[config.mk]
export PLATFORM = sky130hd
export DESIGN_NAME = pending_priority_encoder
export DESIGN_NICKNAME = d
export VERILOG_FILES = /design/src/rtl/pending_priority_encoder.sv
export SDC_FILE = /design/constraint.sdc
export NUM_CORES = 1
export LEC_CHECK = 0
export BUFFER_PORTS_ARGS = -buffer_cell sky130_fd_sc_hd__buf_4
export CORE_ASPECT_RATIO = 0.7
export CORE_MARGIN = 3
export CORE_UTILIZATION = 53
export DETAILED_ROUTE_END_ITERATION = 6
export PLACE_DENSITY_LB_ADDON = 0.25
export SKIP_LAST_GASP = 1
export SLEW_MARGIN = 20
export SYNTH_ARGS = -nofsm -noshare
export SYNTH_HDL_FRONTEND = slang
export SYNTH_SLANG_ARGS = --single-unit
[constraint.sdc]
create_clock -name clk -period 2.7 [get_ports clk]
set_clock_uncertainty 0.2 [all_clocks]
set_input_delay 0 -clock clk [delete_from_list [all_inputs] [get_ports clk]]
set_output_delay 0 -clock clk [all_outputs]
set_load 0.005 [all_outputs]
[src/rtl/pending_priority_encoder.sv]
// Registered pending-request encoder: latches multi-hot request pulses and
// offers one pending index at a time on a valid/ready handshake.
module pending_priority_encoder #(
  parameter int N  = 16,
  parameter int W  = $clog2(N),
  parameter bit RR = 1'b0
) (
  input  logic         clk,
  input  logic         rst_n,
  input  logic         clr,
  input  logic [N-1:0] req,
  input  logic         ready,
  output logic         valid,
  output logic [W-1:0] y,
  output logic [N-1:0] pending,
  output logic         dup
);

  logic [N-1:0] pending_q, pending_d;
  logic [N-1:0] clr_mask;
  logic         valid_q, valid_d;
  logic         dup_q, dup_d;
  logic [W-1:0] y_q, y_d;
  logic [W-1:0] ptr_q, ptr_d;
  logic [W-1:0] sel_idx;
  logic         sel_found;
  logic [W:0]   cand;
  logic         accept;

  assign accept = valid_q & ready;

  generate
    for (genvar gi = 0; gi < N; gi++) begin : g_clr_mask
      assign clr_mask[gi] = accept & (y_q == W'(gi));
    end
  endgenerate

  // Set wins over the served-bit clear; clr overrides everything.
  always_comb begin
    pending_d = (pending_q & ~clr_mask) | req;
    dup_d     = |(req & pending_q & ~clr_mask);
    ptr_d     = ptr_q;
    if (RR && accept) begin
      ptr_d = (y_q == W'(N - 1)) ? '0 : y_q + 1'b1;
    end
    if (!RR) begin
      ptr_d = '0;
    end
    if (clr) begin
      pending_d = '0;
      dup_d     = 1'b0;
      ptr_d     = '0;
    end
  end

  // First set bit of pending_d at or after ptr_d, wrapping N-1 -> 0.
  always_comb begin
    sel_found = 1'b0;
    sel_idx   = '0;
    cand      = '0;
    for (int k = 0; k < N; k++) begin
      cand = {1'b0, ptr_d} + (W + 1)'(k);
      if (cand >= (W + 1)'(N)) begin
        cand = cand - (W + 1)'(N);
      end
      if (!sel_found && pending_d[cand[W-1:0]]) begin
        sel_found = 1'b1;
        sel_idx   = cand[W-1:0];
      end
    end
  end

  // An outstanding offer is never preempted; it only reloads when idle or taken.
  always_comb begin
    valid_d = valid_q;
    y_d     = y_q;
    if (clr) begin
      valid_d = 1'b0;
      y_d     = '0;
    end else if (!valid_q || accept) begin
      valid_d = sel_found;
      y_d     = sel_idx;
    end
  end

  always_ff @(posedge clk or negedge rst_n) begin
    if (!rst_n) begin
      pending_q <= '0;
      valid_q   <= 1'b0;
      y_q       <= '0;
      dup_q     <= 1'b0;
      ptr_q     <= '0;
    end else begin
      pending_q <= pending_d;
      valid_q   <= valid_d;
      y_q       <= y_d;
      dup_q     <= dup_d;
      ptr_q     <= ptr_d;
    end
  end

  assign valid   = valid_q;
  assign y       = y_q;
  assign pending = pending_q;
  assign dup     = dup_q;

endmodule

==> results.ini, run 1 <==
[cells_and_area]
finalNonFillerCells = 263
insertedDiodeCount = 0
area.sequential_um2 = 551
drive_above_1_share_pct = 37.0
multiInputGateArea_um2 = 1040
final_nets = 249
area_delta_synth_final_pct = 32.1
nFillCells = 198

[timing]
hold_viol_final = 0
fin_tns_setup_ps = 0
timing.final.crit_period_ps = 2530
unrepaired_setup_endpoints_after_global_routing = no
relSlewSlack_pct = 63.5
worst-slew-pin-transition_ps = 548
hold_ws_ps = 4.86
setup_violating_endpoint_count_in_the_final_report = 0
finalWorstSetupSlack_ps = 172
maxSlewViolCount = 0
min_period_over_period_pct = 93.6
maxClockFrequency_mhz = 396

[grt]
number_of_global_route_vias_before_repair = 1554
global_route.usage.total_pct = 26.9
antenna_violations_before_repair = 0
overflow = 0
grt_pass1_wl_um = 7710
grt_start_max_net_pins = 23

[cts]
cts_hold_buffers = 16
post_cts_buffers = 0
worst_setup_hold_path_clk_slew_ps = 80
number_of_levels_in_the_clock_h_tree = 1
cts-root-buf = sky130_fd_sc_hd__clkbuf_8
cts_tree = yes
clk_latency_ps = 270
cts.repair.resized = 0
cts_buffer_depth = 2
numClockSinks = 22
cts-buffers-inserted = 3

[floorplanning]
top_level_ports = 42
fp.dieArea_um2 = 3850
die_h_um = 52.8
core_area_um2 = 2880
initial_core_util_pct = 57.6
core.rowCount = 16
width_of_the_die_um = 72.9

[worst_setup_path]
required_ps = 2680
start_kind = flop
worst-endpoint-arrival_ps = 2510
timing.setup.critical_path_class = reg -> reg
crit_fanout = 9
setup.worst_path.end_class = flop

[yosys]
synth_edf_count = 0
synth_nets = 190
ys_async_sr_fraction_pct = 100
number_of_standard_cells_after_synthesis = 170
synth_cell_types = 47
ys_warn_count = 0
synth.cell_area_um2 = 1660
synth.avg_cell_area_um2 = 9.76
synth_seq_cells = 22
seq_area_frac_synth_pct = 33.2
postSynth.topFlopCell = sky130_fd_sc_hd__dfrtp_1

[routing]
num_vias = 1640
drtPass1Iterations = 4
first_iter_violations = 104
detail_route.vias_per_cell = 6.24
drt-wirelength-per-cell_um = 18.3
routed_wl_um = 4810
post-route-drc-count = 0
antenna_violating_nets_post_route = 0

[status]
status = complete, no violations

[place]
detailedPlace.worstSlack_ps = 265
portBuffers = 41
finalWeightedCongestion = 0.887
numPlacedInstances = 244
hpwl_um = 3530

[power_and_ir_drop]
leakage_nw = 0.928
power-per-cell-area_nw_per_um2 = 391
post-layout-total-power_mw = 0.856
worst_ir_drop_vdd_uv = 328

[min_path]
hold_path.class = in -> reg

[job]
maxCapViolCount = 0

[worst paths after layout]
path	slack [ps]	end	from	cells past startpoint
max reg2reg	170	y[1]$_DFFE_PN0P_	valid$_DFFE_PN0P_	6
min in group asynchronous	120	pending[12]$_DFF_PN0_	rst_n	3
max in group asynchronous	1830	pending[1]$_DFF_PN0_	rst_n	3
min	5	dup$_DFF_PN0_	req[9]	5
min reg2reg	450	pending[13]$_DFF_PN0_	pending[13]$_DFF_PN0_	2
max	170	y[1]$_DFFE_PN0P_	valid$_DFFE_PN0P_	6
[through the flow]
stage / instance area [um2] / utilization (%)
finish: 2190 / 76.0
detailed placement: 2000 / 69.2
floorplan: 1660 / -
global route: 2190 / 76.0
global placement: 2000 / 69.2
CTS: 2200 / 76.2
[where the power goes]
group	internal [mW]	switching, mW
sequential	0.352	0.0296
clock	0.0998	0.107
combinational	0.130	0.138
total	0.582	0.274
[sequential cells by signal, summed over array words and instances, names as in the netlist]
signal,flops
valid,1
dup,1
pending,16
y,4
[worst max-delay path: stages, from the launching register on]
cell and delay (ps):
sky130_fd_sc_hd__dfrtp_1 510, sky130_fd_sc_hd__and4bb_1 600, sky130_fd_sc_hd__a211oi_2 230, sky130_fd_sc_hd__nor4_4 370, sky130_fd_sc_hd__and2_4 240, sky130_fd_sc_hd__nand3_2 60, sky130_fd_sc_hd__a211oi_2 230
[cells in the final DEF, fill, tap and decap left out, drive strengths merged, types with 6 or more instances in the layout]
cell type and n:
dfrtp 22, nand2 15, a211oi 11, buf 47, nand3 13, a21oi 10, nand3b 6, nor2 23
dlygate4sd3 15
[synth_stat cells (5+ instances only)]
| cell | n | area share [%] |
|---|---|---|
| sky130_fd_sc_hd__a211oi_2 | 7 | 5.3 |
| sky130_fd_sc_hd__a21oi_1 | 10 | 3.0 |
| sky130_fd_sc_hd__a31oi_1 | 5 | 1.9 |
| sky130_fd_sc_hd__dfrtp_1 | 22 | 33 |
| sky130_fd_sc_hd__nand2_1 | 15 | 3.4 |
| sky130_fd_sc_hd__nand3_1 | 12 | 3.6 |
| sky130_fd_sc_hd__nand3b_1 | 6 | 2.7 |
| sky130_fd_sc_hd__nor2_1 | 23 | 5.2 |
[layer usage]
layer / share of wire [%] / vias up / wire, um / global-route usage [%]
li1: - / 759 / - / -
met1: 44 / 794 / 2140 / 36.5
met2: 46 / 74 / 2200 / 41.0
met3: 8.0 / 13 / 386 / 8.05
met4: 1.7 / 0 / 83 / 8.59
met5: 0 / - / 0 / 0
[cell type report]
class	count	area share, %
Sequential cell	22	25.1
Inverter	5	0.856
Tap cell	36	2.05
Multi-Input combinational cell	135	47.3
Clock buffer	3	1.88
Timing Repair Buffer	62	22.8
[cells by family after synthesis]
kind of cell | count (synthesis) | synth area share, %
AND/OR/NAND/NOR | 85 | 33.3
flip-flops | 22 | 33.2
AO/OA/AOI/OAI | 50 | 29.2
buffers and inverters | 13 | 4.37
(Power assumes the default switching activity.)
==> run 2: changes to the inputs <==
==> constraint.sdc (replaced) <==
create_clock -name clk -period 2.7 [get_ports clk]
set_clock_uncertainty 0.2 [all_clocks]
set_input_delay 0.405 -clock clk [delete_from_list [all_inputs] [get_ports clk]]
set_output_delay 0.405 -clock clk [all_outputs]
set_load 0.005 [all_outputs]
==> run 2 against run 1 <==
Fmax fell by 0.19%. Clock power rose by 15%. Sequential power fell by 1%. Count of clock-buffer cells in the layout rose by 1. Sequential cell count did not move. First-iteration DRC count fell by 16%. Register-to-register slack barely moved. Combinational power fell by 4%. Worst setup slack got worse by 4.8 ps. Via count fell by 6.9%. Core utilization fell by 4.3 points. Critical path depth did not move.
==> results.ini, run 2 (synthesized netlist as in run 1, its figures left out) <==
[cts]
numClockSinks = 22  ; unchanged
cts-buffers-inserted = 3  ; unchanged
worst_setup_hold_path_clk_slew_ps = 80  ; about the same
cts_tree = yes
cts-root-buf = sky130_fd_sc_hd__clkbuf_8
number_of_levels_in_the_clock_h_tree = 1  ; unchanged
clk_latency_ps = 270  ; about the same
cts_buffer_depth = 2  ; unchanged

[worst_setup_path]
reg2reg_depth = 6  ; unchanged
timing.critical_path.max_delay_family = simple AND/OR/NAND/NOR gates
setup.worst_path.end_class = flop
timing.setup.critical_path_class = reg -> reg
crit_chain = and4bb_4 > a211oi_2 > nor3_1 > nor4b_4 > nand3_1 > a31oi_1
worst-endpoint-arrival_ps = 2530  ; +20 ps
timing.critical_path.depth = 6  ; unchanged
start_kind = flop
cp_slowest_cell = sky130_fd_sc_hd__dfrtp_1
crit_fanout = 15  ; +6
required_ps = 2690  ; about the same
critical_path_buf_inv_count = 0  ; unchanged
slowest_delay_ps = 550  ; -50 ps

[cells_and_area]
area.sequential_um2 = 551  ; unchanged
multiInputGateArea_um2 = 1040  ; unchanged
total_non_filler_cell_area_in_the_finished_layout_um2 = 2070  ; -5.7%
area_delta_synth_final_pct = 24.7
drive_above_1_share_pct = 39.7  ; +2.7 points
final_nets = 235  ; -5.6%
layout_common_cells = sky130_fd_sc_hd__buf_4 (47), sky130_fd_sc_hd__nor2_1 (23), sky130_fd_sc_hd__dfrtp_1 (22)
nFillCells = 236  ; +19%
final_common_cell = sky130_fd_sc_hd__buf_4
insertedDiodeCount = 0  ; unchanged
largest_register_ff_count = 16  ; unchanged

[place]
finalWeightedCongestion = 0.912  ; +2.9%
hpwl_um = 3600  ; +1.7%
portBuffers = 41  ; unchanged
placed_cell_area_um2 = 2000  ; +0.38%

[timing]
min_period_over_period_pct = 93.8  ; +0.18 points
unrepaired_setup_endpoints_after_global_routing = no
fin_tns_setup_ps = 0  ; unchanged
maxClockFrequency_mhz = 395  ; -0.19%
hold_ws_ps = 274  ; +269 ps
hold_viol_final = 0  ; unchanged
maxSlewViolCount = 0  ; unchanged
relSlewSlack_pct = 65.2  ; +1.7 points
worst-slew-pin-transition_ps = 518  ; -29.9 ps
setup_violating_endpoint_count_in_the_final_report = 0  ; unchanged
timing.final.crit_period_ps = 2530  ; +4.78 ps

[routing]
antenna_violating_nets_post_route = 0  ; unchanged
drtPass1Iterations = 4  ; unchanged
first_iter_violations = 87  ; -16%
detail_route.vias_per_cell = 6.11  ; -2.0%
num_vias = 1527  ; -6.9%
routed_wl_um = 4680  ; -2.6%
post-route-drc-count = 0  ; unchanged
drt-wirelength-per-cell_um = 18.7  ; +2.4%

[power_and_ir_drop]
leakage_nw = 0.878  ; -5.4%
worst_ir_drop_vdd_uv = 305  ; -7.0%
power-per-cell-area_nw_per_um2 = 421  ; +7.9%

[grt]
overflow = 0  ; unchanged
number_of_global_route_vias_before_repair = 1498  ; -3.6%
grt_start_max_net_pins = 23  ; unchanged
antenna_violations_before_repair = 0  ; unchanged
grt_pass1_wl_um = 7420  ; -3.7%
global_route.usage.total_pct = 26.1  ; -0.86 points

[job]
maxCapViolCount = 0  ; unchanged

[floorplanning]
initial_core_util_pct = 57.6  ; unchanged
core.rowCount = 16  ; unchanged
core_area_um2 = 2880  ; unchanged
width_of_the_die_um = 72.9  ; unchanged
fp.dieArea_um2 = 3850  ; unchanged
top_level_ports = 42  ; unchanged
die_h_um = 52.8  ; unchanged

[min_path]
hold_path.class = in -> reg
hold_depth = 3  ; -2

[status]
status = complete, no violations

-- run 2: path summary, 6_finish.rpt --
check | start | endpoint | slack (ps)
worst max-delay path | y[0]$_DFFE_PN0P_ | y[0]$_DFFE_PN0P_ | 170
worst min-delay path | req[11] | pending[11]$_DFF_PN0_ | 270
worst max register to register | y[0]$_DFFE_PN0P_ | y[0]$_DFFE_PN0P_ | 170
worst min register to register | pending[13]$_DFF_PN0_ | pending[13]$_DFF_PN0_ | 470
max in group asynchronous | rst_n | y[2]$_DFFE_PN0P_ | 1710
min in group asynchronous | rst_n | pending[6]$_DFF_PN0_ | 360
-- run 2: power breakdown --
part	leakage [nW]	internal (mW)	switching, mW
Combinational	0.572	0.118	0.137
Clock	0.0288	0.130	0.108
Sequential	0.278	0.352	0.0258
Total	0.878	0.600	0.272
-- run 2: repair_timing --
item / 4_1_cts / 5_1_grt
resized for setup: 0 / 0
hold buffers: 1 / 0
endpoints found under the setup margin: 0 / 0
buffers inserted: 0 / 0
hold endpoints to repair: 22 / 0
-- run 2: routing by layer --
| layer | global-route usage (%) | vias to the layer above | routed length (um) | share of wire [%] |
|---|---|---|---|---|
| li1 | - | 734 | - | - |
| met1 | 37.9 | 728 | 2180 | 46 |
| met2 | 37.6 | 59 | 2130 | 45 |
| met3 | 6.51 | 6 | 325 | 6.9 |
| met4 | 7.98 | 0 | 55 | 1.2 |
| met5 | 0 | - | 0 | 0 |
-- run 2: area by class of cell --
cell class | count | area share (%)
inverter | 5 | 0.907
sequential | 22 | 26.6
multi-input combinational | 135 | 50.1
tap | 36 | 2.18
timing repair buffer | 48 | 17.5
clock buffer | 4 | 2.66
-- run 2: worst reg2reg max path: stages, from the launching register on --
cell,delay (ps)
sky130_fd_sc_hd__dfrtp_1,550
sky130_fd_sc_hd__and4bb_4,480
sky130_fd_sc_hd__a211oi_2,120
sky130_fd_sc_hd__nor3_1,480
sky130_fd_sc_hd__nor4b_4,310
sky130_fd_sc_hd__nand3_1,140
sky130_fd_sc_hd__a31oi_1,180
-- run 2: metrics by stage --
stage / util, % / instances / total power [mW] / setup WS, ps
3_3_place_gp: 69.5 / 245 / 0.629 / 288
2_1_floorplan: - / 170 / 0.527 / 691
4_1_cts: 71.7 / 250 / 0.879 / 242
3_5_place_dp: 69.5 / 245 / 0.636 / 258
5_1_grt: 71.7 / 250 / 0.914 / 64.8
6_report: 71.7 / 250 / 0.872 / 167
